## src/rtl/myip_i2s_sender_v1_0.sv

```systemverilog
// Multi-lane I2S test-pattern sender: all lanes share bclk/lrclk; lane k sends
// left = data_source + k and right = ~left, MSB one bclk after each lrclk change.
module myip_i2s_sender_v1_0 #(
  parameter int I2S_RECEIVER_NUM           = 16,
  parameter int I2S_SENDER_TEST_DATA_WIDTH = 24,
  parameter int BCLK_DIV                   = 4
) (
  input  logic                                  clk,
  input  logic                                  rst_n,
  output logic [I2S_RECEIVER_NUM-1:0]           i2s_sender_bclk,
  output logic [I2S_RECEIVER_NUM-1:0]           i2s_sender_lrclk,
  output logic [I2S_RECEIVER_NUM-1:0]           i2s_sender_sdata,
  output logic [I2S_SENDER_TEST_DATA_WIDTH-1:0] data_source
);
  localparam int N    = I2S_RECEIVER_NUM;
  localparam int W    = I2S_SENDER_TEST_DATA_WIDTH;
  localparam int HALF = BCLK_DIV / 2;
  localparam int DIVW = (HALF > 1) ? $clog2(HALF) : 1;

  logic [DIVW-1:0] r_div;
  logic            r_bclk;
  logic            r_lrclk;
  logic [5:0]      r_bit_cnt;
  logic [N-1:0]    r_sdata;
  logic [W-1:0]    r_data_source;

  logic            w_div_tc;
  logic            w_bclk_fall;
  logic [5:0]      w_cnt_next;
  logic [4:0]      w_pos;
  logic            w_pos_active;
  logic [N-1:0]    w_sdata_next;

  assign w_div_tc     = (r_div == DIVW'(HALF - 1));
  assign w_bclk_fall  = w_div_tc & r_bclk;
  assign w_cnt_next   = r_bit_cnt + 6'd1;
  assign w_pos        = w_cnt_next[4:0];
  assign w_pos_active = (w_pos != 5'd0) && ({27'd0, w_pos} <= 32'(W));

  // Next sdata is computed for the bit count being entered, so it changes
  // together with lrclk on the bclk falling edge.
  for (genvar k = 0; k < N; k++) begin : g_lane
    logic [W-1:0] w_left;
    logic [W-1:0] w_sample;
    logic [W-1:0] w_shifted;
    assign w_left            = r_data_source + W'(k);
    assign w_sample          = w_cnt_next[5] ? ~w_left : w_left;
    assign w_shifted         = w_sample >> (5'(W) - w_pos);
    assign w_sdata_next[k]   = w_pos_active & w_shifted[0];
  end

  always_ff @(posedge clk or negedge rst_n) begin
    if (!rst_n) begin
      r_div         <= '0;
      r_bclk        <= 1'b0;
      r_lrclk       <= 1'b0;
      r_bit_cnt     <= '0;
      r_sdata       <= '0;
      r_data_source <= '0;
    end else begin
      r_div <= w_div_tc ? '0 : r_div + DIVW'(1);
      if (w_div_tc) r_bclk <= ~r_bclk;
      if (w_bclk_fall) begin
        r_bit_cnt <= w_cnt_next;
        r_lrclk   <= w_cnt_next[5];
        r_sdata   <= w_sdata_next;
        if (r_bit_cnt == 6'd63) r_data_source <= r_data_source + W'(1);
      end
    end
  end

  assign i2s_sender_bclk  = {N{r_bclk}};
  assign i2s_sender_lrclk = {N{r_lrclk}};
  assign i2s_sender_sdata = r_sdata;
  assign data_source      = r_data_source;

endmodule

```

## config.mk

```make
export PLATFORM = sky130hd
export DESIGN_NAME = myip_i2s_sender_v1_0
export DESIGN_NICKNAME = d
export VERILOG_FILES = /design/src/rtl/myip_i2s_sender_v1_0.sv
export SDC_FILE = /design/constraint.sdc
export NUM_CORES = 1
export LEC_CHECK = 0
export CORE_ASPECT_RATIO = 0.75
export CORE_UTILIZATION = 45
export DETAILED_ROUTE_END_ITERATION = 10
export SYNTH_ARGS = -nofsm -noshare
export SYNTH_HDL_FRONTEND = slang
export SYNTH_SLANG_ARGS = --single-unit
```

## constraint.sdc

```tcl
create_clock -name clk -period 4 [get_ports clk]
set_input_delay 0.8 -clock clk [delete_from_list [all_inputs] [get_ports clk]]
set_output_delay 0.8 -clock clk [all_outputs]
set_load 0.02 [all_outputs]
```

## Yosys cells after proc, flatten, opt, wreduce, memory -nomap -nowiden

Cells that the tools add are included.

| storage, ports and cells | value |
|---|---|
| memories | 0 |
| memory bits (writable) | 0 |
| input port bits | 2 |
| bits in read-only memories | 0 |
| bits in latches | 0 |
| output and inout bits | 72 |
| register bits after elaboration | 49 |

| cells by class | value |
|---|---|
| eq/ne operators | 1 |
| shift operators | 16 |
| multiplexer cells | 17 |
| bitwise operators | 34 |
| divide/modulo/power cells | 0 |
| reduce and logical (&&, ||, !) cells | 3 |
| add/subtract/negate cells | 18 |
| multiply operators | 0 |
| $lt $le $gt $ge | 1 |

Operator list:

| kind | number |
|---|---|
| two-way mux 24 bit | 16 |
| inverter 24 bit | 16 |
| right shift 24 x 5 -> 1 bit | 16 |
| adder 24 x 4 -> 24 bit (second input constant) | 8 |
| adder 24 x 3 -> 24 bit (second input constant) | 4 |
| adder 24 x 2 -> 24 bit (second input constant) | 2 |
| adder 24 x 1 -> 24 bit (second input constant) | 1 |
| AND 1 bit | 17 |
| adder 6 x 1 -> 6 bit (second input constant) | 1 |
| == test 6 bit (second input constant) | 1 |
| less-or-equal comparator 5 bit (second input constant) | 1 |
| nonzero test 5 bit | 1 |
| subtractor 5 bit (first input constant) | 1 |
| AND reduction 2 bit | 1 |
| adder 1 bit (second input constant) | 1 |
| logical AND 1 bit | 1 |
| two-way mux 1 bit | 1 |
| inverter 1 bit | 1 |

## Depth between registers and ports, before layout

| depth | value |
|---|---|
| depth after elaboration | 5 |
| gate-level depth with buffers | 13 |
| mapped depth without buffers | 10 |

## Worst setup path after synthesis

Ideal clock, no wire load.

| timing path | value |
|---|---|
| path type | flip-flop to flip-flop |
| start | register r_data_source[1] (netlist: data_source[1]) |
| end | register r_sdata[15] (netlist: i2s_sender_sdata[15]) |
| library setup time | 68 ps |
| cell stages (with the launch flop) | 13 |
| clock period less this slack | 3,327 ps |
| setup slack | 673 ps |
| data required time | 3,932 ps |
| data arrival time | 3,259 ps |
| path through | dfrtp_1 buf_1 inv_1 ha_1 clkbuf_1 nor2b_1 a21oi_1 or4b_2 xnor2_1 a22oi_1 o21ai_0 a211oi_1 a32o_1 |

| on the way | value |
|---|---|
| word-level cells in the longest chain between the ends | 5 |

Ends and longest elaborated chain:

| element | line | text |
|---|---|---|
| start: declaration | 25 | `logic [W-1:0] r_data_source;` |
| start signal: assignment | 67 | `if (r_bit_cnt == 6'd63) r_data_source <= r_data_source + W'(1);` |
| adder 24 x 4 -> 24 bit (*) | 46 | `assign w_left = r_data_source + W'(k);` |
| inverter 24 bit | 47 | `assign w_sample = w_cnt_next[5] ? ~w_left : w_left;` |
| two-way mux 24 bit (*) | 47 |  |
| right shift 24 x 5 -> 1 bit (*) | 48 | `assign w_shifted = w_sample >> (5'(W) - w_pos);` |
| AND 1 bit (*) | 49 | `assign w_sdata_next[k] = w_pos_active & w_shifted[0];` |
| end signal: assignment | 66 | `r_sdata <= w_sdata_next;` |
| end: declaration | 24 | `logic [N-1:0] r_sdata;` |

Mark *: on every way between the ends. The rest lies on a longest branch, timed or not.
A chain may end at the register's enable or synchronous reset.

## Worst setup path after layout

| timing path | value |
|---|---|
| start | register r_data_source[0] (netlist: data_source[0]) |
| end | register r_sdata[3] (netlist: i2s_sender_sdata[3]) |

| on the way | value |
|---|---|
| word-level cells in the longest chain between the ends | 5 |

Ends and longest elaborated chain:

| element | line |
|---|---|
| adder 24 x 2 -> 24 bit (*) | 46 |
| inverter 24 bit | 47 |
| two-way mux 24 bit (*) | 47 |
| right shift 24 x 5 -> 1 bit (*) | 48 |
| AND 1 bit (*) | 49 |

Marked as above.

==> summary.md <==
| Metric | Value |
|---|---|
| First-pass GRT wire length | `89310 um` |
| Post-route cell area | `12620 sq um` |
| Distinct cells, synth | `81` |
| Antenna violations before repair | `0` |
| Crit-path cells | `buf_4, inv_1, ha_1, nor2b_1, nand2_1, nor2_1, xnor2_1, mux4_2, a22oi_1, mux2_2, o41ai_1` |
| Max Fclk | `249.5 MHz` |
| Inst Count DP | `~1900` |
| Syn_nets | `1511` |
| Initial Util | `a little under half` |
| Mapped Cells | `1494` |
| Post-DP Area | `12470 sq um` |
| Via Count | `13410` |
| Worst-Skew Late Latency | `340 ps` |
| Register area share after synthesis | `10.86%` |
| 1st-pass router iterations | `8` |
| Final std cells w/o fill | `1865` |
| Register bit total from synthesis | `48` |
| Root Driver | `clkbuf_16` |
| Final Cycle Share | `100.2%` |
| CTS Sinks | `48` |
| Final WL | `63160 um` |
| DR WL/cell | `33.86 um` |
| Routed Antenna Nets | `0` |
| Max cap viols | `0` |
| CTS tree | `done` |
| IO Pins | `between 70 and 80` |
| DP HPWL | `45760 um` |
| Internal power | `0.7389 mW` |
| # nets final | `1549` |
| Post-CTS sizing | `0` |
| Tmin final | `4009 ps` |
| Commonest non-fill, non-tap cells in the layout | `193 x xnor2_1, 147 x buf_4, 146 x nor2_1` |
| Crit path max fanout | `15` |
| Initial drt markers | `between 2000 and 3000` |
| Worst Path Required | `about 4200 ps` |
| Die H | `137.8 um` |
| FP Rows | `49` |
| Hold_buf cts | `0` |
| Placer Congestion | `roughly 1.1` |
| R2r setup slk | `-9 ps` |
| Leakage | `4.240 nW` |
| Hold Path Class | `reg -> reg` |
| Syn Area/Cell | `7.406 sq um` |
| Layout cell share with drive strength beyond 1 | `between 10% and 20%` |
| Switching Share | `about 28%` |
| DRC Markers | `0` |
| Worst Slack Setup Final | `-8.694 ps` |
| Fill cells | `2417` |
| WHS Endpoint | `i2s_sender_sdata[3]` |
| Worst Setup End Kind | `register` |
| Cts bufs inserted | `5` |
| Final setup viols | `1` |
| Port Buffer Count | `73` |
| GRT Resource Usage Total | `50.16%` |
| Final hold violations | `0` |
| R2r worst-path depth | `11` |
| Worst Hold Path Cells | `2` |
| Hold_ws | `488.1 ps` |
| Synth Cell Area | `11060 sq um` |
| R2R Path End | `i2s_sender_sdata[3]` |
| Slew HR | `27.88%` |
| Worst endpoint data arrival time | `approximately 4200 ps` |
| Hold wc startpoint | `i2s_sender_sdata[3]` |
| Clock Power Share | `51.4%` |
| Commonest non-fill, non-tap cell in the layout | `xnor2_1` |
| Worst Tran Pin Value | `1078 ps` |
| Post-synth EDFFs | `0` |
| Die area | `25220 sq um` |
| CP Class | `reg -> reg` |
| Violated checks | `negative setup slack` |
| Slowest-stage cell, CP | `mux4_2` |
| RSZ-0062 raised after global routing | `false` |
| Fin. max-slew vios | `0` |
| Power density over cell area | `~81 nW/um^2` |
| Maximum clock insertion buffer count | `2` |
| Critical path launch point type | `register` |
| Share of power burned in registers | `47.3%` |
| Combinational power share | `1.3%` |
| Primary FF master, synth | `dfrtp_1` |
| Die width | `approximately 180 um` |
| Post-Place Worst Slack | `244.7 ps` |
| Vias in the first global route | `between 10000 and 15000` |
| Area of the core | `24030 sq um` |
| Area grow syn2layout | `14.10%` |
| CP peak stage delay | `480 ps` |
| Post-synth ARST share | `100.0%` |
| Run status | `finished with violations` |
| Largest net degree at the start of global routing | `50` |
| FF-to-FF Start | `data_source[0]` |
| Peak supply drop | `0.1620 mV` |
| Sw power | `0.2850 mW` |
| Vias per cell | `7.192` |
| Post-CTS setup buffer count | `0` |
| Syn. warnings | `0` |
| Fin Clk Skew | `21.31 ps` |
| # H-tree levels | `2` |
| Clock-pin transition on the worst setup and hold timing paths | `around 80 ps` |
| GRT overflow | `0` |
-- power groups by stage --
stage	sequential (mW)	combinational, mW	clock (mW)
CTS	0.485	0.0134	0.524
global placement	0.494	0.0135	0
detailed placement	0.494	0.0135	0
finish	0.485	0.0131	0.526
global route	0.485	0.0150	0.534
floorplan	0.495	0.00000305	0
-- worst max-delay path by stage --
stage	start	endpoint	slack, ps	cells after the start
2_1_floorplan	data_source[1]	i2s_sender_sdata[15]	670	12
3_3_place_gp	data_source[0]	i2s_sender_sdata[3]	150	11
3_5_place_dp	data_source[0]	i2s_sender_sdata[3]	240	11
4_1_cts	data_source[0]	i2s_sender_sdata[3]	220	11
5_1_grt	data_source[0]	i2s_sender_sdata[3]	20	11
6_report	data_source[0]	i2s_sender_sdata[3]	-9	11
-- critical path, delay by kind of cell (launching register included) --
kind | cells | cell delay, ps
buffers and inverters | 2 | 390
and+or+nand+nor | 3 | 940
xor gates and xnor gates | 1 | 90
AOI/OAI and AO/OA | 2 | 720
adders and majority gates | 1 | 450
muxes | 2 | 910
DFF | 1 | 390
-- layer usage --
| layer | wire, um | track usage (%) | up-vias |
|---|---|---|---|
| li1 | - | - | 5414 |
| met3 | 10810 | 20.12 | 309 |
| met4 | 4794 | 32.55 | 0 |
| met1 | 23620 | 64.95 | 6247 |
| met2 | 23930 | 68.10 | 1443 |
| met5 | 0 | 0 | - |
-- cell type report --
type / count / area, sq um / share of cell area (%)
Clock inverter: 2 / 13.76 / 0.1090
Clock buffer: 6 / 138.9 / 1.100
Antenna cell: 1 / 2.502 / 0.01982
Multi-Input combinational cell: 1241 / 8911 / 70.58
Timing Repair Buffer: 223 / 1889 / 14.97
Inverter: 13 / 48.80 / 0.3865
Sequential cell: 48 / 1206 / 9.554
Tap cell: 331 / 414.1 / 3.280
-- metrics by stage --
step / utilization (%) / total power [mW] / TNS (ps)
after floorplan: - / 0.4946 / 0
after global placement: 51.88 / 0.5079 / 0
after detailed placement: 51.88 / 0.5079 / 0
after CTS: 52.52 / 1.022 / 0
after global routing: 52.52 / 1.034 / 0
final: 52.53 / 1.024 / -8.694
-- sequential cells by signal, summed over array words and instances (netlist names) --
| name | flops |
|---|---|
| r_lrclk | 1 |
| r_bit_cnt | 5 |
| i2s_sender_sdata | 16 |
| data_source | 24 |
| r_div | 1 |
| r_bclk | 1 |
-- kinds of logic (layout without fill, tap and decap cells) --
family / Yosys count / in the layout / share of synthesized area (%)
AOI/OAI and AO/OA: 338 / 338 / 21.05
DFF: 48 / 48 / 10.86
xor gates and xnor gates: 340 / 340 / 28.42
buffers and inverters: 205 / 244 / 8.696
other: 0 / 1 / 0
and+or+nand+nor: 501 / 501 / 22.38
muxes: 47 / 47 / 6.909
adders and majority gates: 15 / 15 / 1.696
-- cell usage after synthesis (all sizes together), types with 33 or more instances --
cell type  number  area share [%]
dfrtp          48              11
nand2         119             4.0
clkbuf         93             3.2
nor4           33             2.0
o21ai          68             3.1
a21oi          62             2.8
nor3           63             2.9
nor2          147             5.1
nand3          33             1.5
xnor2         194              15
xor2          134              11
buf            99             5.1
Power figures use the tool's default switching activity.
